## src/rtl/dbus_pkg.sv

```systemverilog
// Shared definitions for the Yduck data-bus controller.
//   - dbus_state_t : controller FSM state encoding (IDLE=0, WAIT=1, RESP=2)
//   - REGION_*     : default region map (select value of each slave)
//   - sel_field()  : extracts the region-select field from an address
package dbus_pkg;

    typedef enum logic [1:0] {
        ST_IDLE = 2'd0,
        ST_WAIT = 2'd1,
        ST_RESP = 2'd2
    } dbus_state_t;

    // Default region map: select value 0 is RAM, select value 1 is GPIO.
    localparam int REGION_RAM  = 0;
    localparam int REGION_GPIO = 1;

    // Returns addr[aw-1:aw-sw] as an unsigned integer. The address is passed
    // zero-extended to 64 bits so one helper serves every address width.
    function automatic int unsigned sel_field(input logic [63:0] addr,
                                              input int          aw,
                                              input int          sw);
        logic [63:0] shifted;
        logic [63:0] masked;
        shifted = addr >> (aw - sw);
        masked  = shifted & ((64'd1 << sw) - 64'd1);
        return masked[31:0];
    endfunction

endpackage

```

## src/rtl/dbus_timeout.sv

```systemverilog
// Wait-state watchdog for dbus_ctrl.
//   clk, rst : clock, synchronous active-high reset
//   clr      : zero the counter (asserted when a transfer enters WAIT)
//   en       : a WAIT cycle in which the selected slave is not ready
//   expire   : this stalled cycle is the (2^TO_W-1)th one; abort the transfer
module dbus_timeout #(
    parameter int TO_W = 4
) (
    input  logic clk,
    input  logic rst,
    input  logic clr,
    input  logic en,
    output logic expire
);

    // The counter holds the number of stalled cycles already completed, so
    // during the cycle where it reads 2^TO_W-2 the count reaches 2^TO_W-1.
    // Expiring here makes WAIT last exactly 2^TO_W-1 cycles.
    localparam logic [TO_W-1:0] CNT_LAST = TO_W'((1 << TO_W) - 2);

    logic [TO_W-1:0] cnt_reg;
    logic [TO_W-1:0] cnt_next;

    always_comb begin
        cnt_next = cnt_reg;
        if (clr) begin
            cnt_next = '0;
        end else if (en) begin
            cnt_next = cnt_reg + 1'b1;
        end
    end

    always_ff @(posedge clk) begin
        if (rst) begin
            cnt_reg <= '0;
        end else begin
            cnt_reg <= cnt_next;
        end
    end

    assign expire = en && (cnt_reg == CNT_LAST);

endmodule

```

## src/rtl/dbus_ctrl.sv

```systemverilog
// Single-master data-bus controller.
// Decodes addr[AW-1:AW-SW] into one of NS slave regions, holds a one-hot
// request to that slave until it is ready, then completes with a one-cycle
// m_ready pulse. Unmapped selects (>= NS) complete with m_err and capture the
// faulting address in err_addr.
//
// Optional feature macro: DBUS_TIMEOUT_EN -- when defined, a transfer stalled
// for 2^TO_W-1 WAIT cycles is aborted with a bus error.
//
// Ports:
//   clk, rst          : clock, synchronous active-high reset
//   m_req/m_we        : master request (held until m_ready) / write enable
//   m_addr/m_din      : master address / write data
//   m_dout            : registered read data, valid with m_ready
//   m_ready/m_err     : completion pulse / error qualifier
//   s_req[NS]         : one-hot slave request
//   s_we              : slave write enable (only while requesting)
//   s_addr/s_din      : latched address / write data, broadcast
//   s_dout[NS*DW]     : slave read data, slave k at [k*DW +: DW]
//   s_ready[NS]       : slave ready
//   err_addr          : address of the most recent erroring access (sticky)
module dbus_ctrl
    import dbus_pkg::*;
#(
    parameter int DW   = 16,
    parameter int AW   = 16,
    parameter int SW   = 3,
    parameter int NS   = 2,
    parameter int TO_W = 4
) (
    input  logic             clk,
    input  logic             rst,
    input  logic             m_req,
    input  logic             m_we,
    input  logic [AW-1:0]    m_addr,
    input  logic [DW-1:0]    m_din,
    output logic [DW-1:0]    m_dout,
    output logic             m_ready,
    output logic             m_err,
    output logic [NS-1:0]    s_req,
    output logic             s_we,
    output logic [AW-1:0]    s_addr,
    output logic [DW-1:0]    s_din,
    input  logic [NS*DW-1:0] s_dout,
    input  logic [NS-1:0]    s_ready,
    output logic [AW-1:0]    err_addr
);

    dbus_state_t state_reg;
    dbus_state_t state_next;

    // Latched transaction
    logic [AW-1:0] addr_reg;
    logic [DW-1:0] din_reg;
    logic          we_reg;
    logic [SW-1:0] sel_reg;
    logic          err_flag_reg;
    logic [AW-1:0] err_addr_reg;
    logic [DW-1:0] m_dout_reg;

    // Decode / mux
    logic [SW-1:0] sel_in;
    logic          mapped;
    logic [NS-1:0] sel_hot;
    logic          sel_ready;
    logic [DW-1:0] slot [NS];
    logic [DW-1:0] rd_data;
    logic          to_expire;

    // FSM strobes into the datapath
    logic          load_req;
    logic          set_err;
    logic [AW-1:0] err_addr_src;
    logic          cap_rd;
    logic [DW-1:0] cap_data;

    assign sel_in = SW'(sel_field(64'(m_addr), AW, SW));
    assign mapped = (int'(sel_in) < NS);

    // One-hot decode of the latched select, slave data slots and requests.
    genvar gi;
    generate
        for (gi = 0; gi < NS; gi++) begin : g_slave
            assign sel_hot[gi] = (sel_reg == SW'(gi));
            assign slot[gi]    = s_dout[gi*DW +: DW];
            assign s_req[gi]   = (state_reg == ST_WAIT) && sel_hot[gi];
        end
    endgenerate

    // Ready bits from non-selected slaves are masked off.
    assign sel_ready = |(s_ready & sel_hot);

    always_comb begin
        rd_data = '0;
        for (int k = 0; k < NS; k++) begin
            if (sel_hot[k]) begin
                rd_data = slot[k];
            end
        end
    end

`ifdef DBUS_TIMEOUT_EN
    logic to_en;

    assign to_en = (state_reg == ST_WAIT) && !sel_ready;

    dbus_timeout #(
        .TO_W(TO_W)
    ) u_timeout (
        .clk    (clk),
        .rst    (rst),
        .clr    (load_req),
        .en     (to_en),
        .expire (to_expire)
    );
`else
    logic unused_to_w;

    assign unused_to_w = (TO_W > 0);
    assign to_expire   = 1'b0;
`endif

    // ---------------------------------------------------------------- FSM
    always_ff @(posedge clk) begin
        if (rst) begin
            state_reg <= ST_IDLE;
        end else begin
            state_reg <= state_next;
        end
    end

    always_comb begin
        state_next   = state_reg;
        load_req     = 1'b0;
        set_err      = 1'b0;
        err_addr_src = '0;
        cap_rd       = 1'b0;
        cap_data     = '0;
        case (state_reg)
            ST_IDLE: begin
                if (m_req) begin
                    load_req = 1'b1;
                    if (mapped) begin
                        state_next = ST_WAIT;
                    end else begin
                        // Unmapped: complete at once; a read returns zero.
                        set_err      = 1'b1;
                        err_addr_src = m_addr;
                        cap_rd       = !m_we;
                        state_next   = ST_RESP;
                    end
                end
            end
            ST_WAIT: begin
                // A ready in the expiry cycle takes priority over the abort.
                if (sel_ready) begin
                    cap_rd     = !we_reg;
                    cap_data   = rd_data;
                    state_next = ST_RESP;
                end else if (to_expire) begin
                    set_err      = 1'b1;
                    err_addr_src = addr_reg;
                    cap_rd       = !we_reg;
                    state_next   = ST_RESP;
                end
            end
            ST_RESP: begin
                state_next = ST_IDLE;
            end
            default: begin
                state_next = ST_IDLE;
            end
        endcase
    end

    // ------------------------------------------------------------ Datapath
    always_ff @(posedge clk) begin
        if (rst) begin
            addr_reg     <= '0;
            din_reg      <= '0;
            we_reg       <= 1'b0;
            sel_reg      <= '0;
            err_flag_reg <= 1'b0;
            err_addr_reg <= '0;
            m_dout_reg   <= '0;
        end else begin
            if (load_req) begin
                addr_reg <= m_addr;
                din_reg  <= m_din;
                we_reg   <= m_we;
                sel_reg  <= sel_in;
            end
            // The flag is cleared on every accepted request and set by either
            // error source; both can coincide for an unmapped access.
            if (load_req || set_err) begin
                err_flag_reg <= set_err;
            end
            if (set_err) begin
                err_addr_reg <= err_addr_src;
            end
            if (cap_rd) begin
                m_dout_reg <= cap_data;
            end
        end
    end

    // ------------------------------------------------------------- Outputs
    assign m_ready  = (state_reg == ST_RESP);
    assign m_err    = (state_reg == ST_RESP) && err_flag_reg;
    assign m_dout   = m_dout_reg;
    assign s_we     = (state_reg == ST_WAIT) && we_reg;
    assign s_addr   = addr_reg;
    assign s_din    = din_reg;
    assign err_addr = err_addr_reg;

endmodule

```

## config.mk

```make
export PLATFORM = sky130hd
export DESIGN_NAME = dbus_ctrl
export DESIGN_NICKNAME = d
export VERILOG_FILES = /design/src/rtl/dbus_pkg.sv /design/src/rtl/dbus_timeout.sv /design/src/rtl/dbus_ctrl.sv
export SDC_FILE = /design/constraint.sdc
export NUM_CORES = 1
export LEC_CHECK = 0
export ABC_CLOCK_PERIOD_IN_PS = 1900
export BUFFER_PORTS_ARGS = -buffer_cell sky130_fd_sc_hd__buf_2
export CORE_AREA = 5 5 81 83
export CTS_BUF_LIST = sky130_fd_sc_hd__clkbuf_4 sky130_fd_sc_hd__clkbuf_8
export CTS_CLUSTER_DIAMETER = 40
export DETAILED_ROUTE_END_ITERATION = 8
export DIE_AREA = 0 0 86 88
export PLACE_DENSITY = 0.81
export SLEW_MARGIN = 20
export SYNTH_ARGS = -nofsm -noshare
export SYNTH_HDL_FRONTEND = slang
export SYNTH_SLANG_ARGS = --single-unit
```

## constraint.sdc

```tcl
create_clock -name clk -period 1.9 [get_ports clk]
set_input_delay 0.19 -clock clk [delete_from_list [all_inputs] [get_ports clk]]
set_output_delay 0.19 -clock clk [all_outputs]
set_load 0.005 [all_outputs]
```

======== After elaboration in Yosys (flattened, before gate mapping) ========
Index checks and enable logic that the tools add are counted.
word-level totals
  flip-flop bits (word level) ............. 71
  input port bits ......................... 70
cells by class
  magnitude comparators ................... 1
  equal/unequal tests ..................... 5
  multiplexer cells ....................... 20
  bitwise gates (word level) .............. 1
  reductions and logical operators ........ 11
operator list
  operator                                                     count
  two-way mux 16 bit                                           7
  two-way mux 1 bit                                            8
  two-way mux 2 bit                                            3
  logical AND 1 bit                                            4
  != test 2 bit (second input constant)                        2
  one-hot mux 2 bit (2 select lines)                           1
  == test 3 x 1 -> 1 bit (second input constant)               1
  zero test 3 bit                                              1
  less-than comparator 3 x 2 -> 1 bit (second input constant)  1
  bitwise AND 2 bit                                            1
  == test 2 x 1 -> 1 bit (second input constant)               1
  == test 2 bit (second input constant)                        1
  zero test 1 bit                                              2
  zero test 2 bit                                              1
  one-hot mux 1 bit (2 select lines)                           1
  AND reduction 2 bit                                          1
  OR reduction 2 bit                                           1
  logical OR 1 bit                                             1

======== Logic depth before layout (Yosys ltp) ========
Gate-level depths: netlist of the first run.
  depth after elaboration ................. 5
  depth in mapped cells ................... 6
  gate-level depth less buffers ........... 4

======== Worst setup path before layout of the first run ========
OpenSTA, ideal clock, no wires.
  kind .................................... reg-to-reg
  start point ............................. reg state_reg[0]
  end point ............................... reg m_dout_reg[14] (netlist: m_dout[14])
  setup time .............................. 0.118 ns
  data arrival time ....................... 1.470 ns
  required time ........................... 1.782 ns
  setup slack ............................. 0.312 ns
  cell stages (with the launch flop) ...... 6
  path buffers ............................ 1
  period minus slack after synthesis ...... 1.588 ns
  cells stage by stage .................... dfxtp_1 -> or4b_4 -> nor3_1 -> a211oi_2 -> buf_6 -> o2bb2ai_1
between the ends
  word-level cells in the longest chain between the ends .. 2
RTL lines
  what                                                                      RTL line          source
  start, declared                                                           dbus_ctrl.sv:49   dbus_state_t state_reg;
  start signal, assigned                                                    dbus_ctrl.sv:128  state_reg <= state_next;
  == test 2 x 1 -> 1 bit or zero test 2 bit (tied branches)                 dbus_ctrl.sv:139  case (state_reg)
  one-hot mux 1 bit (2 select lines) or two-way mux 16 bit (tied branches)  dbus_ctrl.sv:139
  end signal, assigned                                                      dbus_ctrl.sv:202  m_dout_reg <= cap_data;
  end, declared                                                             dbus_ctrl.sv:59   logic [DW-1:0] m_dout_reg;
Parallel ways exist; a longest one is shown, timed or not.
A chain may end at the register's enable or synchronous reset.

==> metrics.cfg, run 1 <==
[placed_design]
globalplace.congestion = 0.785
dpl.cell_count = 497
io_buffers = 138
dpl.hpwl_um = 5190
dpl_cell_area_um2 = 3340

[synth]
synth_top_cells_by_count = nand2_1 (97), dfxtp_1 (68), a21oi_1 (51), mux2i_1 (17), o2bb2ai_1 (16)
synthArstFlopShare_pct = 0
ys.flop_type = dfxtp_1
synthMuxAreaShare_pct = 6.63
synth_xor_area_share_pct = 0
yosys.area.top_type = dfxtp_1
synth_most_common_cell = nand2_1
yosysSeqAreaShare_pct = 53.0
synth_edf_count = 0
synth_compound_area_share_pct = 17.1
synth_nets = 363
synth.area.top_cells = dfxtp_1 (53%), nand2_1 (14%), a21oi_1 (9.9%), mux2i_1 (6.6%), o2bb2ai_1 (5.5%)
ys_warn_count = 0
syn_area_per_cell_um2 = 8.76
ys_types = 24
synthAdderAreaFrac_pct = 0
synthCells = 293
synth_top_family_by_area = simple AND/OR/NAND/NOR gates
ys_ff_latch = 68
synth_area_um2 = 2570
yosys.area_share.simple_pct = 19.2
yosysTopAreaCellShare_pct = 53.0

[route]
vias = 2505
dr.pass1.iters = 4
drc = 0
wire_per_inst_um = 13.6
drt-total-wl_um = 6960
drtIter0Drc = 74
postRouteAntennaNets = 0
drt-vias-per-instance = 4.89

[clock_network]
clock_latency_ps = 320
post_cts_buffers = 0
ctsLongestPathBuffers = 2
cts_sinks = 68
cts-buffers-inserted = 9
path_clk_slew_ps = 60
hold_buffers = 0
cts_tree = done
cts_resized = 0
cts_root_buf = clkbuf_8
h-tree-depth = 3

[cells_and_area]
num-nets-final = 503
antenna_cells = 0
stdcell_count = 512
layout-drive-gt1-share_pct = 38.9
design_area_um2 = 3510
n_fill_cell = 528
area_growth_pct = 36.5

[sta]
tightest_slew_ps = 645
finalCritPeriodShare_pct = 88.7
hold_viol_final = 0
fmax_ghz = 0.593
rsz0062_at_grt = no
final.setup.tns_ps = 0
drv_slew = 0
period_needed_ps = 1690
hold_slack_ps = 102
fin_skew_ps = 9.40
setup_viol = 0
max-slew-margin-rel_pct = 56.9

[run_status]
status = completed

[power]
pwr-share-comb_pct = 14.3
p_int_uw = 2200
p_leak_uw = 0.00166
vdd_drop_max_uv = 571
p_sw_share_pct = 25.3
pwr-share-clk_pct = 33.4
cellPowerDensity_nw_per_um2 = 839
power.total_uw = 2940
power_frac_seq_pct = 52.3
p_sw_uw = 745

[worst_setup_path]
worstSetupStartpointType = flip-flop
crit_chain = or4b_4 -> nor3_1 -> a211oi_4 -> o2bb2ai_1
worst_setup_path_end_kind = flip-flop
path_max_fanout = 16
worstPathRequired_ps = 2100
arrival_ps = 1890
cp_slowest_cell = or4b_4
path_class = reg2reg
critPathTopFamily = simple AND/OR/NAND/NOR gates
cp_slowest_stage_delay_ps = 570
critPathBufInv = 0

[global_routing]
grt.total_usage_pct = 18.2
first_global_vias = 2472
grt_pass1_wl_um = 11100
grt_start_max_net_pins = 49
antenna_found_initial = 0
grt_overflow = 0

[floorplan]
io_pins = 139
fp.dieH_um = 88
rows = 28
initial_core_util_pct = 44.4
die_area_um2 = 7570
dieWidth_um = 86
core_um2 = 5780

[flow_run]
max_cap_viol_count = 0

[hold_path]
holdCritPathClass = in2reg

==> placed cells by master, fill, tap and decap left out, types with 2 or more instances in the layout <==
cell	count
a21oi_1	51
buf_2	138
buf_4	10
clkbuf_4	3
clkbuf_8	9
clkinv_2	3
dfxtp_1	68
inv_1	2
mux2i_1	17
nand2_1	97
nor2_1	5
nor3_1	4
o21ai_0	2
o2bb2ai_1	16
==> area by class of cell <==
| type | instances | area, µm² | area share, % |
|---|---|---|---|
| sequential | 68 | 1360 | 38.8 |
| multi-input combinational | 204 | 1120 | 31.8 |
| timing repair buffer | 148 | 766 | 21.8 |
| clock buffer | 12 | 146 | 4.18 |
| tap | 75 | 93.8 | 2.68 |
| clock inverter | 3 | 15.0 | 0.428 |
| inverter | 2 | 7.51 | 0.214 |
==> logic make-up after synthesis <==
kind of cell	count (synthesis)
multiplexers	17
AO/OA/AOI/OAI	71
flip-flops	68
buffers and inverters	21
AND/OR/NAND/NOR	116
==> per-stage QoR <==
| step | setup slack, ps | util [%] |
|---|---|---|
| 6_report | 214 | 60.6 |
| 5_1_grt | 134 | 60.6 |
| 4_1_cts | 85.0 | 60.5 |
| 3_5_place_dp | 93.9 | 57.7 |
| 3_3_place_gp | 142 | 57.7 |
| 2_1_floorplan | 312 | - |
==> power by group through the flow <==
stage	Combinational, µW	Sequential (µW)	Clock (µW)
after floorplan	210	1580	0
after global placement	416	1570	0
after detailed placement	425	1570	0
after CTS	425	1540	1020
after global routing	475	1550	1080
final	421	1540	981
==> metal layers <==
layer | part of all wire [%] | up-vias | GRT usage, %
li1 | - | 1266 | -
met1 | 41 | 1133 | 20.9
met2 | 48 | 95 | 31.5
met3 | 9.1 | 11 | 5.17
met4 | 1.7 | 0 | 7.91
met5 | 0 | - | 0
==> worst register-to-register path, cell delays in order (launching register included) <==
cell and delay, ps:
dfxtp_1 340, or4b_4 570, nor3_1 330, a211oi_4 170, o2bb2ai_1 160
==> path summary, 6_finish.rpt <==
path	start	to	slack, ps	depth (start not counted)
worst max-delay path	s_addr[14]$_SDFFE_PP0P_	m_dout[11]$_SDFFE_PP0P_	210	4
worst min-delay path	m_din[3]	s_din[3]$_SDFFE_PP0P_	100	3
worst max register to register	s_addr[14]$_SDFFE_PP0P_	m_dout[11]$_SDFFE_PP0P_	210	4
worst min register to register	err_addr[11]$_SDFFE_PP0P_	err_addr[11]$_SDFFE_PP0P_	450	2
No activity file was read; power rests on OpenSTA's default activity.
==> inputs of run 2 (changes only) <==
- ABC_CLOCK_PERIOD_IN_PS: 1900 -> 2000
- CORE_AREA: 5 5 81 83 -> 5 5 58 111
- DIE_AREA: 0 0 86 88 -> 0 0 63 116
- PLACE_DENSITY: 0.81 -> 0.84
- SLEW_MARGIN: 20 -> not set
- clock period: 1.9 -> 2 ns (I/O delays scaled with it)
==> run 2 against run 1 <==
Effect of this change:
- clock-buffer cell count is 3 higher
- design area decreased by 0.29%
- cell count shrank 3.3%
- routed wire length up 1.9%
- flip-flop and latch count did not move
- fmax down 3.2%
- clock power rose by 7%
- critical path type unchanged
==> metrics.cfg, run 2 (synthesis results as in run 1) <==
[run_status]
status = completed

[power]
power_frac_seq_pct = 50.2
p_sw_share_pct = 24.7
pwr-share-clk_pct = 36.2
cellPowerDensity_nw_per_um2 = 834
pwr-share-comb_pct = 13.6
p_leak_uw = 0.00166
power.total_uw = 2910
p_sw_uw = 719
p_int_uw = 2200
vdd_drop_max_uv = 870

[worst_setup_path]
arrival_ps = 1950
path_max_fanout = 16
crit_chain = or4b_4 -> nor3_1 -> a211oi_4 -> o2bb2ai_1
worstPathRequired_ps = 2210
cp_slowest_stage_delay_ps = 570
path_class = reg2reg
cp_slowest_cell = or4b_4
worst_setup_path_end_kind = flip-flop
worstSetupStartpointType = flip-flop

[placed_design]
io_buffers = 138
globalplace.congestion = 0.829
dpl.hpwl_um = 5210

[clock_network]
cts_root_buf = clkbuf_8
path_clk_slew_ps = 60
h-tree-depth = 3
clock_latency_ps = 340
cts_tree = done
cts_sinks = 68
post_cts_buffers = 0
cts-buffers-inserted = 9
ctsLongestPathBuffers = 2

[route]
dr.pass1.iters = 4
drt-vias-per-instance = 5.06
drc = 0
drt-total-wl_um = 7090
postRouteAntennaNets = 0
drtIter0Drc = 74
wire_per_inst_um = 14.3
vias = 2507

[sta]
final.setup.tns_ps = 0
fin_skew_ps = 5.46
setup_viol = 0
drv_slew = 0
tightest_slew_ps = 1100
finalCritPeriodShare_pct = 87.1
fmax_ghz = 0.574
max-slew-margin-rel_pct = 26.1
rsz0062_at_grt = no
period_needed_ps = 1740
hold_viol_final = 0

[global_routing]
use_met2_pct = 33.0
grt_start_max_net_pins = 53
grt_pass1_wl_um = 11500
antenna_found_initial = 0
grt.total_usage_pct = 19.7
grt_most_used_layer = met2
grt_util_met3_pct = 6.89
grt_overflow = 0
first_global_vias = 2481
use_met1_pct = 21.7

[floorplan]
dieWidth_um = 63
initial_core_util_pct = 47.0
core_um2 = 5470
rows = 38
die_area_um2 = 7310
io_pins = 139
fp.dieH_um = 116

[cells_and_area]
final_common_cell = buf_2
antenna_cells = 0
layout-drive-gt1-share_pct = 38.6
area_growth_pct = 36.2
num-nets-final = 500
n_fill_cell = 482
final_cell_mix = buf_2 (138), nand2_1 (97), dfxtp_1 (68)

[hold_path]
holdCritPathClass = in2reg

[flow_run]
max_cap_viol_count = 0

-- run 2: critical path, delay by kind of cell, from the launching register on --
| family | cells | cell delay, ps |
|---|---|---|
| flip-flops | 1 | 350 |
| AND/OR/NAND/NOR | 2 | 930 |
| AO/OA/AOI/OAI | 2 | 340 |
-- run 2: per-layer routing --
metal | wire length, µm | vias up | part of all wire, %
li1 | - | 1257 | -
met1 | 2660 | 1119 | 38
met2 | 3640 | 112 | 51
met3 | 585 | 19 | 8.3
met4 | 203 | 0 | 2.9
met5 | 0 | - | 0
-- run 2: power by group through the flow --
stage          Clock (µW)  Combinational, µW  Sequential (µW)
3_5_place_dp            0                398             1490
3_3_place_gp            0                387             1490
2_1_floorplan           0                200             1500
6_report             1050                395             1460
5_1_grt              1140                446             1470
4_1_cts              1090                399             1460
-- run 2: cell type report --
type | count | area, µm² | share of cell area, %
timing repair buffer | 145 | 743 | 21.3
inverter | 2 | 7.51 | 0.215
sequential | 68 | 1360 | 38.9
clock buffer | 15 | 188 | 5.37
clock inverter | 1 | 5.00 | 0.143
multi-input combinational | 204 | 1120 | 31.9
tap | 60 | 75.1 | 2.15
-- run 2: final timing paths --
kind	start	endpoint	slack, ps	depth (start not counted)
max reg2reg	s_addr[14]$_SDFFE_PP0P_	m_dout[4]$_SDFFE_PP0P_	260	4
max	s_addr[14]$_SDFFE_PP0P_	m_dout[4]$_SDFFE_PP0P_	260	4
min	m_din[10]	s_din[10]$_SDFFE_PP0P_	90	3
min reg2reg	err_addr[5]$_SDFFE_PP0P_	err_addr[5]$_SDFFE_PP0P_	450	2
-- run 2: repair_timing --
action                     CTS  global route
hold buffers                 0             0
resized for setup            0             1
setup endpoints to repair    0            16
-- run 2: metrics by stage --
step / cells / hold WS [ps] / setup WS [ps] / utilization (%) / instance area [µm²]
CTS: 495 / 76.1 / 46.3 / 63.8 / 3490
finish: 495 / 94.9 / 258 / 63.9 / 3500
global placement: 479 / 439 / 194 / 60.3 / 3300
detailed placement: 479 / 442 / 54.6 / 60.3 / 3300
global route: 495 / 77.2 / 113 / 63.9 / 3500
floorplan: 293 / 336 / 412 / - / 2570
==> inputs of run 3 (changes only) <==
- CORE_AREA: 5 5 58 111 -> 5 5 77 149
- DIE_AREA: 0 0 63 116 -> 0 0 82 154
- PLACE_DENSITY: 0.84 -> not set
==> run 3 against run 2 <==
Effect of this change:
- setup slack worse by 74 ps
- clock-buffer cell count is 2 lower
- cell count is 15% higher
- design area is 2.4% higher
- flip-flop and latch count stayed put
- via count is 0.12% higher
- critical path type unchanged
- combinational power is 3% higher
- clock power hardly changed
- global-route usage is 6.7 points lower
- clock skew is 3.7 ps higher
- critical path depth stayed put
==> metrics.cfg, run 3 (synthesis results as in run 1) <==
[worst_setup_path]
worst_setup_path_end_kind = flip-flop
startpoint = s_addr[15]$_SDFFE_PP0P_
r2r_start = s_addr[15]$_SDFFE_PP0P_
reg2reg_slack_ps = 180
path_max_fanout = 16
worstSetupStartpointType = flip-flop
r2r-end = m_dout[7]$_SDFFE_PP0P_
crit_path_end = m_dout[7]$_SDFFE_PP0P_
path_class = reg2reg
arrival_ps = 2030
worstPathRequired_ps = 2210
reg2reg_depth = 4

[floorplan]
initial_core_util_pct = 25.3
dieWidth_um = 82
fp.dieH_um = 154
die_area_um2 = 12600
io_pins = 139
rows = 52
core_um2 = 10100

[clock_network]
cts_resized = 1
post_cts_buffers = 0
h-tree-depth = 3
ctsLongestPathBuffers = 2
hold_buffers = 0
cts-buffers-inserted = 9
cts_sinks = 68
path_clk_slew_ps = 70
clock_latency_ps = 340
cts_tree = done
cts_root_buf = clkbuf_8

[global_routing]
grt_util_met3_pct = 4.33
use_met2_pct = 23.2
grt.total_usage_pct = 13.0
grt_pass1_wl_um = 12400
antenna_found_initial = 0
first_global_vias = 2535
grt_start_max_net_pins = 53
grt_overflow = 0
grt_most_used_layer = met2
use_met1_pct = 12.9

[sta]
hold_viol_final = 0
fin_skew_ps = 9.12
period_needed_ps = 1820
max-slew-margin-rel_pct = 23.1
tightest_slew_ps = 1150
rsz0062_at_grt = no
drv_slew = 0
finalCritPeriodShare_pct = 90.8
fmax_ghz = 0.551
setup_viol = 0

[run_status]
status = completed

[placed_design]
globalplace.congestion = 0.731
dpl.hpwl_um = 6090
io_buffers = 138
dpl.cell_count = 555

[cells_and_area]
final_cell_mix = buf_2 (138), nand2_1 (97), dfxtp_1 (68)
layout-drive-gt1-share_pct = 38.6
multi_input_area_um2 = 1120
final_common_cell = buf_2
regArea_um2 = 1360
n_fill_cell = 1098
antenna_cells = 0
area_growth_pct = 39.5
fin_util_pct = 35.3
num-nets-final = 501
stdcell_count = 570

[route]
drtIter0Drc = 61
wire_per_inst_um = 14.3
drt-vias-per-instance = 4.40
vias = 2510
drc = 0
drt-total-wl_um = 8160
dr.pass1.iters = 4
postRouteAntennaNets = 0

[power]
p_leak_uw = 0.00166
cellPowerDensity_nw_per_um2 = 807
vdd_drop_max_uv = 325

[flow_run]
max_cap_viol_count = 0

[hold_path]
holdCritPathClass = in2reg

-- run 3: area by class of cell --
type	instances	share of cell area (%)
Multi-Input combinational cell	204	31.2
Clock buffer	13	4.65
Timing Repair Buffer	146	21.0
Sequential cell	68	38.0
Tap cell	135	4.72
Inverter	2	0.210
Clock inverter	2	0.280
-- run 3: worst max-delay path: stages (launching register included) --
cell,delay [ps]
dfxtp_1,360
or4b_4,560
nor3_1,420
a211oi_4,190
o2bb2ai_1,160
-- run 3: worst min path at each step --
| stage | start | to | slack [ps] | depth (start not counted) |
|---|---|---|---|---|
| after floorplan | m_addr[0] | err_addr[0]$_SDFFE_PP0P_ | 340 | 2 |
| after global placement | m_dout[9]$_SDFFE_PP0P_ | m_dout[9]$_SDFFE_PP0P_ | 440 | 1 |
| after detailed placement | m_dout[8]$_SDFFE_PP0P_ | m_dout[8]$_SDFFE_PP0P_ | 440 | 1 |
| after CTS | m_din[11] | s_din[11]$_SDFFE_PP0P_ | 70 | 3 |
| after global routing | m_din[1] | s_din[1]$_SDFFE_PP0P_ | 80 | 3 |
| final | m_din[10] | s_din[10]$_SDFFE_PP0P_ | 90 | 3 |
-- run 3: layer usage --
metal	up-vias	routed length (µm)
met5	-	0
met4	0	203
met3	13	612
met2	93	4310
met1	1145	3030
li1	1259	-
-- run 3: report_power, final --
| part | internal (µW) | switching (µW) | total, µW |
|---|---|---|---|
| Combinational | 180 | 228 | 408 |
| Clock | 535 | 484 | 1020 |
| Sequential | 1430 | 38.6 | 1460 |
| Total | 2140 | 750 | 2890 |
-- run 3: per-stage QoR --
| stage | hold WS [ps] | total power, µW | TNS (ps) | area, µm² | setup slack (ps) |
|---|---|---|---|---|---|
| after global routing | 79.4 | 3060 | 0 | 3580 | 61.6 |
| final | 94.1 | 2890 | 0 | 3580 | 184 |
| after floorplan | 336 | 1700 | 0 | 2570 | 412 |
| after CTS | 66.7 | 2960 | 0 | 3580 | 191 |
| after global placement | 440 | 1900 | 0 | 3400 | 82.9 |
| after detailed placement | 441 | 1910 | -840 | 3400 | -58.8 |
